### config.mk
export PLATFORM = sky130hd
export DESIGN_NAME = snoop_responder_flat
export DESIGN_NICKNAME = d
export VERILOG_FILES = /design/src/rtl/snoop_responder_if.sv /design/src/rtl/snoop_responder.sv /design/src/flat_wrapper.sv
export SDC_FILE = /design/constraint.sdc
export NUM_CORES = 1
export LEC_CHECK = 0
export BUFFER_PORTS_ARGS = -buffer_cell sky130_fd_sc_hd__buf_4
export CAP_MARGIN = 20
export CORE_MARGIN = 2
export CORE_UTILIZATION = 30
export DETAILED_ROUTE_END_ITERATION = 6
export GPL_TIMING_DRIVEN = 0
export PLACE_DENSITY_LB_ADDON = 0.2
export SYNTH_ARGS = -nofsm -noshare
export SYNTH_HDL_FRONTEND = slang
export SYNTH_SLANG_ARGS = --single-unit
### constraint.sdc
create_clock -name clk -period 1.55 [get_ports clk]
set_input_delay 0.31 -clock clk [delete_from_list [all_inputs] [get_ports clk]]
set_output_delay 0.31 -clock clk [all_outputs]
set_load 0.01 [all_outputs]
### src/rtl/snoop_responder_if.sv
// Snoop responder bus bundle: snoop channel from the arbitrator,
// writeback channel to memory and tag/state array port.
// Ports: master = arbitrator/cache/memory side, slave = responder side.
interface snoop_responder_if #(
    parameter int ADDR_W  = 8,
    parameter int DATA_W  = 8,
    parameter int INDEX_W = 4
);
    localparam int TAG_W = ADDR_W - INDEX_W;

    logic               snoop_valid;
    logic [ADDR_W-1:0]  snoop_addr;
    logic               snoop_is_write;
    logic               snoop_ack;
    logic               snoop_hit;
    logic               busy;

    logic               wb_valid;
    logic [ADDR_W-1:0]  wb_addr;
    logic [DATA_W-1:0]  wb_data;
    logic               wb_ready;

    logic               arr_req;
    logic               arr_gnt;
    logic               arr_we;
    logic [INDEX_W-1:0] arr_idx;
    logic [1:0]         arr_state_wr;
    logic [TAG_W-1:0]   arr_tag;
    logic [1:0]         arr_state;
    logic [DATA_W-1:0]  arr_data;

    modport slave (
        input  snoop_valid, snoop_addr, snoop_is_write,
        input  wb_ready, arr_gnt, arr_tag, arr_state, arr_data,
        output snoop_ack, snoop_hit, busy,
        output wb_valid, wb_addr, wb_data,
        output arr_req, arr_we, arr_idx, arr_state_wr
    );

    modport master (
        output snoop_valid, snoop_addr, snoop_is_write,
        output wb_ready, arr_gnt, arr_tag, arr_state, arr_data,
        input  snoop_ack, snoop_hit, busy,
        input  wb_valid, wb_addr, wb_data,
        input  arr_req, arr_we, arr_idx, arr_state_wr
    );
endinterface

### src/rtl/snoop_responder.sv
// MSI snoop target: looks up the local line, writes back M data,
// downgrades/invalidates, then acks. Ports: clk, rst, bus (slave).
module snoop_responder #(
    parameter int ADDR_W  = 8,
    parameter int DATA_W  = 8,
    parameter int INDEX_W = 4
) (
    input logic              clk,
    input logic              rst,
    snoop_responder_if.slave bus
);
    localparam logic [1:0] ST_I = 2'b00;
    localparam logic [1:0] ST_S = 2'b01;
    localparam logic [1:0] ST_M = 2'b10;

    typedef enum logic [2:0] {
        IDLE, REQ, LOOKUP, WB, UPDATE, ACK
    } state_t;

    state_t            state, state_n;
    logic [ADDR_W-1:0] addr_q;
    logic              wr_q;
    logic [DATA_W-1:0] data_q;
    logic [1:0]        new_q;
    logic              hit_q;

    logic accept;
    logic tag_match;
    logic is_s;
    logic is_m;
    logic hit;

    always_comb begin
        accept    = (state == IDLE) && bus.snoop_valid;
        tag_match = bus.arr_tag == addr_q[ADDR_W-1:INDEX_W];
        // encoding 11 falls through both compares and reads as I
        is_s      = bus.arr_state == ST_S;
        is_m      = bus.arr_state == ST_M;
        hit       = tag_match && (is_s || is_m);
    end

    always_ff @(posedge clk) begin
        if (rst) begin
            state  <= IDLE;
            addr_q <= '0;
            wr_q   <= 1'b0;
            data_q <= '0;
            new_q  <= ST_I;
            hit_q  <= 1'b0;
        end else begin
            state <= state_n;
            if (accept) begin
                addr_q <= bus.snoop_addr;
                wr_q   <= bus.snoop_is_write;
            end
            if (state == LOOKUP) begin
                hit_q <= hit;
                // S lines only ever go to I; M lines downgrade on a read
                new_q <= (is_m && !wr_q) ? ST_S : ST_I;
                if (is_m) data_q <= bus.arr_data;
            end
        end
    end

    always_comb begin
        state_n          = state;
        bus.snoop_ack    = 1'b0;
        bus.snoop_hit    = 1'b0;
        bus.busy         = state != IDLE;
        bus.wb_valid     = 1'b0;
        bus.wb_addr      = addr_q;
        bus.wb_data      = data_q;
        bus.arr_req      = 1'b0;
        bus.arr_we       = 1'b0;
        bus.arr_idx      = addr_q[INDEX_W-1:0];
        bus.arr_state_wr = ST_I;
        unique case (state)
            IDLE: begin
                if (bus.snoop_valid) state_n = REQ;
            end
            REQ: begin
                bus.arr_req = 1'b1;
                if (bus.arr_gnt) state_n = LOOKUP;
            end
            LOOKUP: begin
                if (!hit)      state_n = ACK;
                else if (is_m) state_n = WB;
                else if (wr_q) state_n = UPDATE;
                else           state_n = ACK;
            end
            WB: begin
                bus.wb_valid = 1'b1;
                if (bus.wb_ready) state_n = UPDATE;
            end
            UPDATE: begin
                bus.arr_req      = 1'b1;
                bus.arr_we       = 1'b1;
                bus.arr_state_wr = new_q;
                if (bus.arr_gnt) state_n = ACK;
            end
            ACK: begin
                bus.snoop_ack = 1'b1;
                bus.snoop_hit = hit_q;
                state_n       = IDLE;
            end
            default: state_n = IDLE;
        endcase
    end
endmodule

### src/flat_wrapper.sv
// flat-port wrapper written by rule: the top's interface ports become plain ports
module snoop_responder_flat 
#(
    parameter int ADDR_W  = 8,
    parameter int DATA_W  = 8,
    parameter int INDEX_W = 4
)
  (clk, rst, bus_snoop_valid, bus_snoop_addr, bus_snoop_is_write, bus_wb_ready, bus_arr_gnt, bus_arr_tag, bus_arr_state, bus_arr_data, bus_snoop_ack, bus_snoop_hit, bus_busy, bus_wb_valid, bus_wb_addr, bus_wb_data, bus_arr_req, bus_arr_we, bus_arr_idx, bus_arr_state_wr);
  snoop_responder_if #(.ADDR_W(ADDR_W), .DATA_W(DATA_W), .INDEX_W(INDEX_W)) bus_i ();
  input logic clk;
  input logic rst;
  input wire logic [$bits(bus_i.snoop_valid)-1:0] bus_snoop_valid;
  input wire logic [$bits(bus_i.snoop_addr)-1:0] bus_snoop_addr;
  input wire logic [$bits(bus_i.snoop_is_write)-1:0] bus_snoop_is_write;
  input wire logic [$bits(bus_i.wb_ready)-1:0] bus_wb_ready;
  input wire logic [$bits(bus_i.arr_gnt)-1:0] bus_arr_gnt;
  input wire logic [$bits(bus_i.arr_tag)-1:0] bus_arr_tag;
  input wire logic [$bits(bus_i.arr_state)-1:0] bus_arr_state;
  input wire logic [$bits(bus_i.arr_data)-1:0] bus_arr_data;
  output wire logic [$bits(bus_i.snoop_ack)-1:0] bus_snoop_ack;
  output wire logic [$bits(bus_i.snoop_hit)-1:0] bus_snoop_hit;
  output wire logic [$bits(bus_i.busy)-1:0] bus_busy;
  output wire logic [$bits(bus_i.wb_valid)-1:0] bus_wb_valid;
  output wire logic [$bits(bus_i.wb_addr)-1:0] bus_wb_addr;
  output wire logic [$bits(bus_i.wb_data)-1:0] bus_wb_data;
  output wire logic [$bits(bus_i.arr_req)-1:0] bus_arr_req;
  output wire logic [$bits(bus_i.arr_we)-1:0] bus_arr_we;
  output wire logic [$bits(bus_i.arr_idx)-1:0] bus_arr_idx;
  output wire logic [$bits(bus_i.arr_state_wr)-1:0] bus_arr_state_wr;
  assign bus_i.snoop_valid = bus_snoop_valid;
  assign bus_i.snoop_addr = bus_snoop_addr;
  assign bus_i.snoop_is_write = bus_snoop_is_write;
  assign bus_i.wb_ready = bus_wb_ready;
  assign bus_i.arr_gnt = bus_arr_gnt;
  assign bus_i.arr_tag = bus_arr_tag;
  assign bus_i.arr_state = bus_arr_state;
  assign bus_i.arr_data = bus_arr_data;
  assign bus_snoop_ack = bus_i.snoop_ack;
  assign bus_snoop_hit = bus_i.snoop_hit;
  assign bus_busy = bus_i.busy;
  assign bus_wb_valid = bus_i.wb_valid;
  assign bus_wb_addr = bus_i.wb_addr;
  assign bus_wb_data = bus_i.wb_data;
  assign bus_arr_req = bus_i.arr_req;
  assign bus_arr_we = bus_i.arr_we;
  assign bus_arr_idx = bus_i.arr_idx;
  assign bus_arr_state_wr = bus_i.arr_state_wr;
  snoop_responder #(.ADDR_W(ADDR_W), .DATA_W(DATA_W), .INDEX_W(INDEX_W)) u_core (.clk(clk), .rst(rst), .bus(bus_i));
endmodule
==> impl_metrics.toml, run 1 <==
[run_status]
status = "complete, no violations"

[timing]
final-setup-viol-count = 0
max_freq_mhz = 646
final.setup_skew_ps = 7.94
fin_tns_setup_ps = 0
slew_headroom_pct = 67.1
hold_violations = 0
min_period_ps = 1550
worst_pin_slew_ps = 490
rsz0062_at_grt = "yes"
worst_slack_ps = 2.44
report.final.slew_viol_count = 0
period_share_pct = 99.8

[clock_tree]
clock_path_buffers = 2
root_buffer = "clkbuf_4"
clock_sinks = 22
clk_pin_slew_ps = 120
cts_made_buffers = 3
clk_latency_ps = 310
htreeDepth = 1
cts_tree = "built"

[worst_setup_path]
crit_path_start_kind = "flip-flop"
slowest_stage = "dfxtp_2"
cpLargestDelayFamily = "flip-flops"
path_cells = "buf_6, inv_4, and3_4, and2_4, buf_6"
endpoint_kind = "output pin"
worst_ep_arrival_time_ps = 1240
critPathMaxStageDelay_ps = 350
path_buf_inv = 3
critPathKind = "reg2out"
required_ps = 1240
worst-path-max-fanout = 4
crit_top_cell = "buf_6"

[hold_path]
min_path_type = "in2reg"

[routing]
drcViolationCount = 0
first_iter_violations = 53
wl_per_cell_um = 11.6
postRouteWirelength_um = 2860
avgViaCountPerCell = 4.56
ant_nets = 0
firstDrtPassIters = 4
vias = 1126

[flow_run]
maxCapViolations = 0

[die]
start_util_pct = 31.8
die_y_um = 64.0
core_area_um2 = 3390
std_cell_rows = 21
dieArea_um2 = 4090
io_pins = 56
die_w_um = 64.0

[place]
gp_congestion = 0.774
place_hpwl_um = 2170
pre_cts_ws_ps = 8.74
io_buffers = 54

[global_routing]
grt_use_met3_pct = 4.40
antenna_found_initial = 0
grt_usage_pct = 15.1
grt_pass1_wl_um = 4900
met1_usage_pct = 18.8
busiest_layer = "met2"
grt_pass1_vias = 1066
grt_start_max_net_pins = 14
met2_usage_pct = 25.1
grt_overflow = 0

[pwr]
cellPowerDensity_nw_per_um2 = 1200
vdd_drop_max_mv = 0.922
power.leakage_nw = 0.778

[synthesis]
ys_seq_elements = 22
synth_enable_flop_cells = 0
synthArstFlopShare_pct = 0
seq_area_frac_synth_pct = 40.8
synth.top_cell.area_share_pct = 40.8
synth.cell_area_um2 = 1080
yosysUniqueCellTypes = 33
synth_cells = 137
synth_commonest_cells = "38 x nand2_1, 23 x a21oi_1, 22 x dfxtp_1"
ys.flop_type = "dfxtp_1"
ys_warn_count = 0
syn_nets = 166
synth_most_common_cell = "nand2_1"
synthTopCellsByArea = "dfxtp_1 41%, nand2_1 13%, a21oi_1 11%"
avgSynthCellArea_um2 = 7.87
synth_top_area_cell = "dfxtp_1"

[finish]
fillers = 339
area_growth_pct = 57.1
drive_gt1_share_pct = 42.8
num-nets-final = 231
antenna_cells = 0
stage by stage:
stage	cell area (um2)	total power, W	hold slack (ps)	instances	utilization [%]
5_1_grt	1690	0.00216	196	247	50.0
6_report	1690	0.00203	224	247	50.0
2_1_floorplan	1080	0.00117	411	137	-
3_5_place_dp	1540	0.00147	448	237	45.5
4_1_cts	1680	0.00203	209	245	49.4
3_3_place_gp	1540	0.00144	446	237	45.5
placed cells by master (no fill, tap or decap), types with 2 or more instances in the layout:
cell type / Yosys / routed
buf_4: 6 / 63
nand2_1: 38 / 38
a21oi_1: 23 / 22
dfxtp_1: 22 / 19
buf_6: 1 / 5
xor2_1: 4 / 4
inv_1: 5 / 3
a31oi_1: 3 / 3
clkbuf_4: 0 / 3
and3_4: 0 / 2
nor2_1: 2 / 2
nand2b_1: 3 / 2
and2_4: 0 / 2
nand3_1: 2 / 2
clkbuf_1: 2 / 2
nor3_1: 2 / 2
nor2b_1: 2 / 2
dfxtp_4: 0 / 2
logic make-up after synthesis:
family / share of synthesized area, %
AO/OA/AOI/OAI: 16.9
other: 0.348
AND/OR/NAND/NOR: 28.4
flip-flops: 40.8
multiplexers: 0.928
XOR/XNOR: 3.25
buffers and inverters: 8.12
adder cells (fa/ha/maj): 1.16
final cells by class:
class / count / area, um2 / area share [%]
Buffer: 9 / 63.8 / 3.77
Clock buffer: 3 / 22.5 / 1.33
Clock inverter: 1 / 30.0 / 1.77
Inverter: 5 / 21.3 / 1.26
Multi-Input combinational cell: 100 / 577 / 34.0
Sequential cell: 22 / 449 / 26.5
Tap cell: 46 / 57.6 / 3.40
Timing Repair Buffer: 61 / 473 / 27.9
metal layers:
metal / vias up / routed length (um)
li1: 582 / -
met1: 503 / 1250
met2: 37 / 1380
met3: 4 / 207
met4: 0 / 23
met5: - / 0
flip-flops by register name (all words and copies together) (netlist names):
signal / cells
u_core.bus.wb_addr: 8
u_core.state: 3
u_core.wr_q: 1
u_core.hit_q: 1
u_core.bus.wb_data: 8
u_core.new_q: 1
timing repair:
action,in CTS,in global routing
hold buffers,0,0
resized for setup,17,3
setup buffers,4,3
setup endpoints to repair,7,4
pin swaps,4,1
worst paths after layout:
path                         start                    end  slack, ps  cells past startpoint
max                u_core.state[1]    bus_arr_state_wr[0]          2                      5
min                            rst        u_core.state[0]        220                      2
max reg2reg  u_core.bus.wb_addr[7]        u_core.state[0]        150                      4
min reg2reg  u_core.bus.wb_data[0]  u_core.bus.wb_data[0]        460                      2
report_power, final:
group          leakage, nW  switching, W  internal, W
registers            0.181     0.0000899     0.000645
logic                0.569      0.000405     0.000449
clock network       0.0279      0.000180     0.000262
total                0.778      0.000675      0.00135
No activity file was read; power rests on OpenSTA's default activity.
==> inputs of run 2 (changes only) <==
--- a/config.mk
+++ b/config.mk
@@ -7,11 +7,13 @@
 export LEC_CHECK = 0
 export BUFFER_PORTS_ARGS = -buffer_cell sky130_fd_sc_hd__buf_4
 export CAP_MARGIN = 20
-export CORE_MARGIN = 2
+export CELL_PAD_IN_SITES_DETAIL_PLACEMENT = 1
+export CELL_PAD_IN_SITES_GLOBAL_PLACEMENT = 1
 export CORE_UTILIZATION = 30
 export DETAILED_ROUTE_END_ITERATION = 6
 export GPL_TIMING_DRIVEN = 0
 export PLACE_DENSITY_LB_ADDON = 0.2
+export SLEW_MARGIN = 25
 export SYNTH_ARGS = -nofsm -noshare
 export SYNTH_HDL_FRONTEND = slang
 export SYNTH_SLANG_ARGS = --single-unit
==> impl_metrics.toml, run 2 (synthesized netlist as in run 1, its figures left out) <==
[place]
io_buffers = 54
place_hpwl_um = 2530
gp_congestion = 0.800

[pwr]
power.leakage_nw = 0.761
switchingPower_w = 0.000682
internal_power_w = 0.00123
vdd_drop_max_mv = 0.470
power.total_w = 0.00191
power_frac_comb_pct = 44.9
p_seq_share_pct = 38.9
switching_share_pct = 35.7
cellPowerDensity_nw_per_um2 = 1150
p_clk_share_pct = 16.2

[routing]
first_iter_violations = 35
firstDrtPassIters = 2
ant_nets = 0
vias = 1158
wl_per_cell_um = 13.8
avgViaCountPerCell = 4.73
postRouteWirelength_um = 3380
drcViolationCount = 0

[finish]
final_util_pct = 49.2
multiInputGateArea_um2 = 579
final_common_cell = "buf_4"
num-nets-final = 229
area_growth_pct = 54.6
seq_area_um2 = 452
fillers = 413
mostFrequentLayoutCells = "61 x buf_4, 38 x nand2_1, 22 x a21oi_1, 19 x dfxtp_1, 5 x buf_6"
antenna_cells = 0
drive_gt1_share_pct = 42.2

[run_status]
status = "finished with violations"
violations = "negative setup slack"

[hold_path]
min_path_type = "in2reg"
hp-start = "bus_arr_data[4]"

[die]
start_util_pct = 31.8
die_w_um = 62.0
core_area_um2 = 3390
dieArea_um2 = 3840
io_pins = 56
die_y_um = 62.0
std_cell_rows = 21

[worst_setup_path]
endpoint_kind = "output pin"
required_ps = 1240
worst_ep_arrival_time_ps = 1240
crit_start = "u_core.state[2]"
worst-path-max-fanout = 10
r2r_start = "u_core.state[2]"
r2r_setup_slack_ps = 140
crit_path_start_kind = "flip-flop"
critPathKind = "reg2out"

[timing]
final-setup-viol-count = 1
period_share_pct = 100
hold_violations = 0
max_freq_mhz = 645
worst_slack_ps = -0.120
report.final.slew_viol_count = 0
final.setup_skew_ps = 4.69
min_period_ps = 1550
rsz0062_at_grt = "yes"
whs_ps = 243

[global_routing]
antenna_found_initial = 0
grt_overflow = 0
met1_usage_pct = 21.1
grt_pass1_vias = 1199
met2_usage_pct = 35.7
grt_pass1_wl_um = 5310
grt_start_max_net_pins = 13
grt_usage_pct = 19.4
grt_use_met3_pct = 3.52
busiest_layer = "met2"

[clock_tree]
clk_latency_ps = 300
cts_made_buffers = 3
htreeDepth = 1
clock_path_buffers = 2
clk_pin_slew_ps = 120
cts_tree = "built"
postCtsHoldBufs = 0
clock_sinks = 22
root_buffer = "clkbuf_4"

[flow_run]
maxCapViolations = 0
-- run 2: cell types whose count changed in the layout (fill, tap and decap cells not counted), sizes merged --
cell / before / now
clkbuf: 5 / 6
bufinv: 1 / 0
buf: 68 / 66
-- run 2: worst max-delay path: stages (launching register included) --
cell and delay, ps:
dfxtp_4 410, or3_4 400, buf_6 130
-- run 2: power by group through the flow --
stage / Clock [W] / Sequential [W] / Combinational [W]
floorplan: 0 / 0.000723 / 0.000442
global placement: 0 / 0.000717 / 0.000740
detailed placement: 0 / 0.000722 / 0.000760
CTS: 0.000322 / 0.000724 / 0.000879
global route: 0.000347 / 0.000754 / 0.000934
finish: 0.000310 / 0.000743 / 0.000857
-- run 2: final cells by class --
class | instances | area share (%)
sequential | 22 | 27.1
clock buffer | 4 | 2.18
inverter | 5 | 1.28
multi-input combinational | 100 | 34.7
buffer | 9 | 3.83
tap | 46 | 3.45
timing repair buffer | 59 | 27.5
-- run 2: worst paths after layout --
check	endpoint	cells past startpoint
hold / removal	u_core.bus.wb_data[4]	3
setup reg to reg	u_core.bus.wb_addr[2]	5
setup / recovery	bus_busy	2
hold reg to reg	u_core.bus.wb_data[5]	2
-- run 2: repair_timing --
item	CTS	global route
endpoints found under the setup margin	7	4
resized for setup	18	3
setup buffers	5	0
pin swaps	2	2
gates cloned	0	0
hold endpoints to repair	0	0
-- run 2: through the flow --
step / cell area (um2) / instances / setup WS, ps / TNS (ps)
3_3_place_gp: 1540 / 237 / 23.0 / 0
4_1_cts: 1670 / 246 / -55.7 / -70.6
6_report: 1670 / 245 / -0.120 / -0.120
2_1_floorplan: 1080 / 137 / 212 / 0
3_5_place_dp: 1540 / 237 / -14.9 / -14.9
5_1_grt: 1670 / 245 / -56.1 / -139
-- run 2: metal layers --
metal / vias up / wire length [um] / part of all wire, %
li1: 578 / - / -
met1: 548 / 1370 / 41
met2: 28 / 1820 / 54
met3: 4 / 156 / 4.6
met4: 0 / 33 / 0.98
met5: - / 0 / 0
==> inputs of run 3 (changes only) <==
==> constraint.sdc (replaced) <==
create_clock -name clk -period 1.55 [get_ports clk]
set_input_delay 0.155 -clock clk [delete_from_list [all_inputs] [get_ports clk]]
set_output_delay 0.155 -clock clk [all_outputs]
set_load 0.01 [all_outputs]
==> impl_metrics.toml, run 3 (synthesized netlist as in run 1, its figures left out) <==
[routing]
postRouteWirelength_um = 3180
wl_per_cell_um = 13.1
vias = 1146
firstDrtPassIters = 4
ant_nets = 0
avgViaCountPerCell = 4.72
first_iter_violations = 50
drcViolationCount = 0

[global_routing]
grt_overflow = 0
grt_usage_pct = 18.5
grt_start_max_net_pins = 13
grt_pass1_vias = 1164
grt_pass1_wl_um = 5150
antenna_found_initial = 0

[pwr]
power.leakage_nw = 0.750
vdd_drop_max_mv = 0.444
cellPowerDensity_nw_per_um2 = 1160

[clock_tree]
htreeDepth = 1
clk_latency_ps = 300
cts_tree = "built"
clock_path_buffers = 2
clock_sinks = 22
cts_made_buffers = 3
postCtsHoldBufs = 0
root_buffer = "clkbuf_4"
clk_pin_slew_ps = 120

[worst_setup_path]
path_cells = "buf_4, or3_4, buf_6"
endpoint_kind = "output pin"
path_buf_inv = 2
critPathKind = "reg2out"
worst-path-max-fanout = 4
slowest_stage = "or3_4"
worst_ep_arrival_time_ps = 1350
critPathMaxStageDelay_ps = 410
required_ps = 1390
cpLargestDelayFamily = "simple AND/OR/NAND/NOR gates"
crit_path_start_kind = "flip-flop"

[finish]
final_common_cell = "buf_4"
area_growth_pct = 50.7
antenna_cells = 0
drive_gt1_share_pct = 38.1
mostFrequentLayoutCells = "60 x buf_4, 38 x nand2_1, 23 x a21oi_1, 20 x dfxtp_1"
stdcell_count = 243
num-nets-final = 227

[die]
die_w_um = 62.0
dieArea_um2 = 3840
std_cell_rows = 21
die_y_um = 62.0
io_pins = 56
core_area_um2 = 3390
start_util_pct = 31.8

[timing]
report.final.slew_viol_count = 0
hold_violations = 0
rsz0062_at_grt = "no"
period_share_pct = 97.2
worst_slack_ps = 43.5
min_period_ps = 1510
max_freq_mhz = 664
final.setup_skew_ps = 2.47
fin_tns_setup_ps = 0
final-setup-viol-count = 0

[place]
place_hpwl_um = 2530
gp_congestion = 0.800
io_buffers = 54
pre_cts_ws_ps = 140
dp.cells = 237

[run_status]
status = "complete, no violations"

[hold_path]
min_path_type = "in2reg"

[flow_run]
maxCapViolations = 0
## run 3: cell types whose count changed in the layout (fill, tap and decap cells not counted), sizes merged
cell	before	now
buf	66	64
## run 3: what timing repair did
item,4_1_cts,5_1_grt
gates resized for setup,5,3
cloned,0,0
buffers inserted,1,1
pin swaps,0,1
setup endpoints to repair,4,3
## run 3: report_power, final
part	total (W)	leakage (nW)	internal [W]	switching [W]
logic	0.000863	0.549	0.000444	0.000419
registers	0.000708	0.180	0.000639	0.0000698
clock network	0.000310	0.0210	0.000143	0.000167
## run 3: per-layer routing
layer	wire length (um)	GRT usage [%]	up-vias
met3	161	3.31	2
met5	0	0	-
met1	1310	21.1	543
li1	-	-	575
met2	1680	34.3	26
met4	19	6.67	0
## run 3: through the flow
stage / hold WS, ps / instance area (um2) / utilization, % / total power (W)
after floorplan: 256 / 1080 / - / 0.00117
after global placement: 402 / 1540 / 45.5 / 0.00146
after detailed placement: 414 / 1540 / 45.5 / 0.00148
after CTS: 79.9 / 1600 / 47.1 / 0.00182
after global routing: 67.6 / 1630 / 48.0 / 0.00201
final: 83.9 / 1630 / 48.0 / 0.00188
## run 3: final cells by class
| cell class | instances | area [um2] |
|---|---|---|
| Timing Repair Buffer | 56 | 437 |
| Inverter | 5 | 18.8 |
| Sequential cell | 22 | 445 |
| Fill cell | 414 | 1760 |
| Tap cell | 46 | 57.6 |
| Buffer | 10 | 75.1 |
| Multi-Input combinational cell | 100 | 556 |
| Clock buffer | 4 | 36.3 |
## run 3: final timing paths
check | startpoint | endpoint | slack, ps | cells past startpoint
worst max-delay path | u_core.state[1] | bus_busy | 40 | 3
worst max register to register | u_core.state[1] | u_core.bus.wb_addr[2] | 60 | 6
worst min-delay path | rst | u_core.state[0] | 80 | 2
worst min register to register | u_core.bus.wb_data[5] | u_core.bus.wb_data[5] | 470 | 2
